## config.mk

```make
export PLATFORM = sky130hd
export DESIGN_NAME = axi_demux_ar_gate
export DESIGN_NICKNAME = d
export VERILOG_FILES = /design/src/rtl/axi_demux_ar_gate.sv
export SDC_FILE = /design/constraint.sdc
export NUM_CORES = 1
export LEC_CHECK = 0
export BUFFER_PORTS_ARGS = -buffer_cell sky130_fd_sc_hd__clkbuf_2
export CORE_MARGIN = 2
export CORE_UTILIZATION = 32
export CTS_CLUSTER_SIZE = 24
export DETAILED_ROUTE_END_ITERATION = 10
export PLACE_DENSITY = 0.78
export SYNTH_ARGS = -nofsm -noshare
export SYNTH_HDL_FRONTEND = slang
export SYNTH_SLANG_ARGS = --single-unit
export TNS_END_PERCENT = 20
```

## constraint.sdc

```tcl
create_clock -name clk_i -period 1.36 [get_ports clk_i]
set_input_delay 0.272 -clock clk_i [delete_from_list [all_inputs] [get_ports clk_i]]
set_output_delay 0.272 -clock clk_i [all_outputs]
set_load 0.1 [all_outputs]
```

## src/rtl/axi_demux_ar_gate.sv

```systemverilog
// axi_demux_ar_gate: single-entry AR buffer that holds a read request until the
// ID-counter confirms ordering is safe (same ID not outstanding on another master
// port, counter not full), pushes the request into the ID counter, then issues it.
// Optional feature: define AXI_DEMUX_AR_GATE_STALL_CNT_EN to build a saturating
// counter of ordering-stall cycles; otherwise stall_cnt_o is tied to zero.
module axi_demux_ar_gate #(
    parameter int unsigned AxiIdBits     = 2,
    parameter int unsigned SelectWidth   = 2,
    parameter int unsigned StallCntWidth = 16
) (
    input  logic                     clk_i,
    input  logic                     rst_i,
    input  logic                     slv_ar_valid_i,
    output logic                     slv_ar_ready_o,
    input  logic [AxiIdBits-1:0]     slv_ar_id_i,
    input  logic [SelectWidth-1:0]   slv_ar_select_i,
    output logic                     mst_ar_valid_o,
    input  logic                     mst_ar_ready_i,
    output logic [AxiIdBits-1:0]     mst_ar_id_o,
    output logic [SelectWidth-1:0]   mst_ar_select_o,
    output logic [AxiIdBits-1:0]     lookup_axi_id_o,
    input  logic [SelectWidth-1:0]   lookup_mst_select_i,
    input  logic                     lookup_mst_select_occupied_i,
    input  logic                     full_i,
    output logic                     push_o,
    output logic [AxiIdBits-1:0]     push_axi_id_o,
    output logic [SelectWidth-1:0]   push_mst_select_o,
    output logic [StallCntWidth-1:0] stall_cnt_o
);

    typedef enum logic [1:0] {
        EMPTY = 2'd0,
        CHECK = 2'd1,
        ISSUE = 2'd2
    } state_e;

    state_e                 state_q, state_d;
    logic [AxiIdBits-1:0]   id_q;
    logic [SelectWidth-1:0] sel_q;
    logic                   slv_ready;
    logic                   slv_hs;
    logic                   grant;

    // Handshake and ordering-grant decode; outputs are forced idle while rst_i is high
    always_comb begin
        grant     = !full_i &&
                    (!lookup_mst_select_occupied_i || (lookup_mst_select_i == sel_q));
        slv_ready = !rst_i &&
                    ((state_q == EMPTY) || ((state_q == ISSUE) && mst_ar_ready_i));
        slv_hs    = slv_ar_valid_i && slv_ready;
    end

    // Next-state logic: EMPTY -> CHECK on accept, CHECK -> ISSUE on grant,
    // ISSUE drains to EMPTY or straight back to CHECK when a new request lands
    always_comb begin
        state_d = state_q;
        case (state_q)
            EMPTY: if (slv_hs) state_d = CHECK;
            CHECK: if (grant) state_d = ISSUE;
            ISSUE: begin
                if (mst_ar_ready_i) state_d = slv_hs ? CHECK : EMPTY;
            end
            default: state_d = EMPTY;
        endcase
    end

    // State register
    always_ff @(posedge clk_i) begin
        if (rst_i) state_q <= EMPTY;
        else       state_q <= state_d;
    end

    // Request buffer, reloaded on every accepted upstream handshake
    always_ff @(posedge clk_i) begin
        if (rst_i) begin
            id_q  <= '0;
            sel_q <= '0;
        end else if (slv_hs) begin
            id_q  <= slv_ar_id_i;
            sel_q <= slv_ar_select_i;
        end
    end

    // Output drive: buffer content is visible on all ID/select outputs outside reset
    always_comb begin
        slv_ar_ready_o    = slv_ready;
        mst_ar_valid_o    = !rst_i && (state_q == ISSUE);
        push_o            = !rst_i && (state_q == CHECK) && grant;
        mst_ar_id_o       = rst_i ? '0 : id_q;
        mst_ar_select_o   = rst_i ? '0 : sel_q;
        lookup_axi_id_o   = rst_i ? '0 : id_q;
        push_axi_id_o     = rst_i ? '0 : id_q;
        push_mst_select_o = rst_i ? '0 : sel_q;
    end

`ifdef AXI_DEMUX_AR_GATE_STALL_CNT_EN
    logic [StallCntWidth-1:0] stall_cnt_q;

    // Saturating count of CHECK cycles spent waiting for an ordering grant
    always_ff @(posedge clk_i) begin
        if (rst_i) begin
            stall_cnt_q <= '0;
        end else if ((state_q == CHECK) && !grant && (stall_cnt_q != '1)) begin
            stall_cnt_q <= stall_cnt_q + StallCntWidth'(1);
        end
    end

    assign stall_cnt_o = stall_cnt_q;
`else
    assign stall_cnt_o = '0;
`endif

endmodule

```

==> summary.md <==
| Metric | Value |
|---|---|
| Die area | `2020 um2` |
| Most frequent cell after synthesis | `buf_4` |
| Antenna Cells | `0` |
| Setup bufs post-CTS | `0` |
| CTS tree | `done` |
| Critical Path Fanout Max | `2` |
| Outcome | `finished with violations` |
| Fill cell count | `133` |
| CP arrival | `1330 ps` |
| Wirelength per Cell | `11.6 um` |
| Clock Sinks | `6` |
| Clock root cell | `clkbuf_4` |
| Yosys reg bits | `6` |
| DRC viols | `0` |
| Final Power | `809 uW` |
| Post-synth top cells | `buf_4, dfxtp_1, a21oi_1` |
| Fmax | `624 MHz` |
| Die Span Y | `44.9 um` |
| Post-layout net count | `104` |
| FF+latch area | `123 um2` |
| Final Hold Fails | `0` |
| Clk buf depth | `2` |
| Post-DP HPWL | `1010 um` |
| Max Slew Vio Count | `0` |
| Post-synth top area share | `30.8%` |
| Overflow after GRT | `0` |
| Critical path class | `reg -> out` |
| Number of core rows | `14` |
| Failing checks | `setup timing` |
| Hold Crit Class | `in -> reg` |
| Number of enable flip-flop cells after synthesis | `0` |
| IO Port Bufs | `24` |
| Largest net degree at the start of global routing | `10` |
| Multi-input logic area | `347 um2` |
| Post-Syn Instances | `68` |
| Core footprint | `1540 um2` |
| Mapped cell area | `536 um2` |
| Power Density | `928 nW/um2` |
| Initial cell density of the core | `34.7%` |
| Setup crit start kind | `flip-flop` |
| Layout cell share with drive strength beyond 1 | `50.0%` |
| First-pass GRT wire length | `1970 um` |
| Initial DRC count | `7` |
| Avg Inst Size Synth | `7.88 um2` |
| Synth area leaders | `buf_4, dfxtp_1, o31ai_1` |
| DRT Wirelength | `1230 um` |
| Post-route insts no fill | `106` |
| DR vias/cell | `4.70` |
| Worst Skew | `5.30 ps` |
| Warnings from Yosys | `0` |
| Number of global-route vias before repair | `453` |
| Critical Path Sink Type | `primary output` |
| VDD IR max | `0.544 mV` |
| RSZ-0062 raised after global routing | `true` |
| RePlAce Congestion | `0.676` |
| Post-Place Cells | `103` |
| Total CTS buffers | `3` |
| Top_reg_cell synth | `dfxtp_1` |
| Shortest period the worst path allows | `1600 ps` |
| Post-DRT Antenna Nets | `0` |
| Pre-Repair DR Iteration Count | `4` |
| Clk_lat worst skew | `250 ps` |
| Initial antenna violation count | `0` |
| WP data required | `1090 ps` |
| Setup WS post-layout | `-243 ps` |
| Final setup vio count | `3` |
| H-Tree Depth | `1` |
| Clk pin slew, worst setup/hold paths | `50 ps` |
| Post-synth top area cell | `buf_4` |
| Setup TNS | `-351 ps` |
| I/O pins | `41` |
| Post-synthesis async set-or-reset flop share | `0%` |
| Maxcap violations | `0` |
| Hold slack final | `275 ps` |
| Die W | `44.9 um` |
| Final Cycle Share | `118%` |
| Total GRT Usage | `14.0%` |
| Unique masters post-synth | `21` |
| Vias | `498` |
| Seq/Total Area, Yosys | `22.4%` |
| Leakage | `0.000379 uW` |
| Area grow syn2layout | `62.9%` |
==> worst max-delay path, cell delays in order (launching register included) <==
cell and delay (ps):
dfxtp_2 310, nand2b_4 140, or3_4 340, nor2_4 110
buf_12 180
==> stage by stage <==
step | setup WS [ps] | area, um2 | utilization [%]
after global routing | -283 | 872 | 56.6
after detailed placement | -34.8 | 842 | 54.6
after floorplan | -202 | 736 | -
after CTS | -264 | 871 | 56.5
after global placement | -7.33 | 842 | 54.6
final | -243 | 872 | 56.6
==> area by class of cell <==
class / instances / share of cell area [%]
clock buffer: 3 / 2.58
inverter: 4 / 1.72
multi-input combinational: 49 / 39.7
sequential: 6 / 14.1
tap: 16 / 2.30
timing repair buffer: 28 / 39.6
==> final timing paths <==
kind | start | end | slack [ps] | cells after the start
worst max-delay path | state_q[1] | push_o | -240 | 4
worst min-delay path | slv_ar_select_i[0] | sel_q[0] | 270 | 3
worst max register to register | state_q[0] | state_q[0] | 140 | 4
worst min register to register | id_q[1] | id_q[1] | 470 | 2
==> cell families (layout without fill, tap and decap cells) <==
kind of cell	count (synthesis)	after routing	share of synthesized area (%)
compound gates	13	13	17.5
simple gates	18	18	19.6
other cells	1	16	0.700
flops	6	6	22.4
xor+xnor	2	2	3.27
buf+inv	28	35	36.4
==> registers in the layout, indices dropped and copies added, names as in the netlist <==
register,count
sel_q,2
state_q,2
id_q,2
==> layer usage <==
metal / wire length, um / global-route usage (%)
met1: 429 / 13.2
met2: 649 / 25.5
met3: 133 / 6.00
met4: 21 / 7.06
met5: 0 / 0
==> what timing repair did <==
action | CTS | global route
endpoints found under the setup margin | 3 | 3
gates resized for setup | 4 | 1
endpoints found under the hold margin | 0 | 0
hold buffers | 0 | 0
pin swaps | 2 | 0
==> where the power goes <==
group	total [uW]	internal [uW]	switching [uW]
Combinational	445	101	344
Clock	169	100	69.2
Sequential	195	186	8.74
==> cells in the final DEF, fill, tap and decap left out, drive strengths merged, types with 4 or more instances in the layout <==
cell / synthesis / layout
buf: 23 / 17
conb: 1 / 16
clkbuf: 1 / 14
dfxtp: 6 / 6
a21oi: 5 / 5
nor2b: 4 / 4
inv: 4 / 4
nand4: 4 / 4
o31ai: 4 / 4
nor2: 4 / 4
Note: power is estimated with default switching activity, not from simulation.
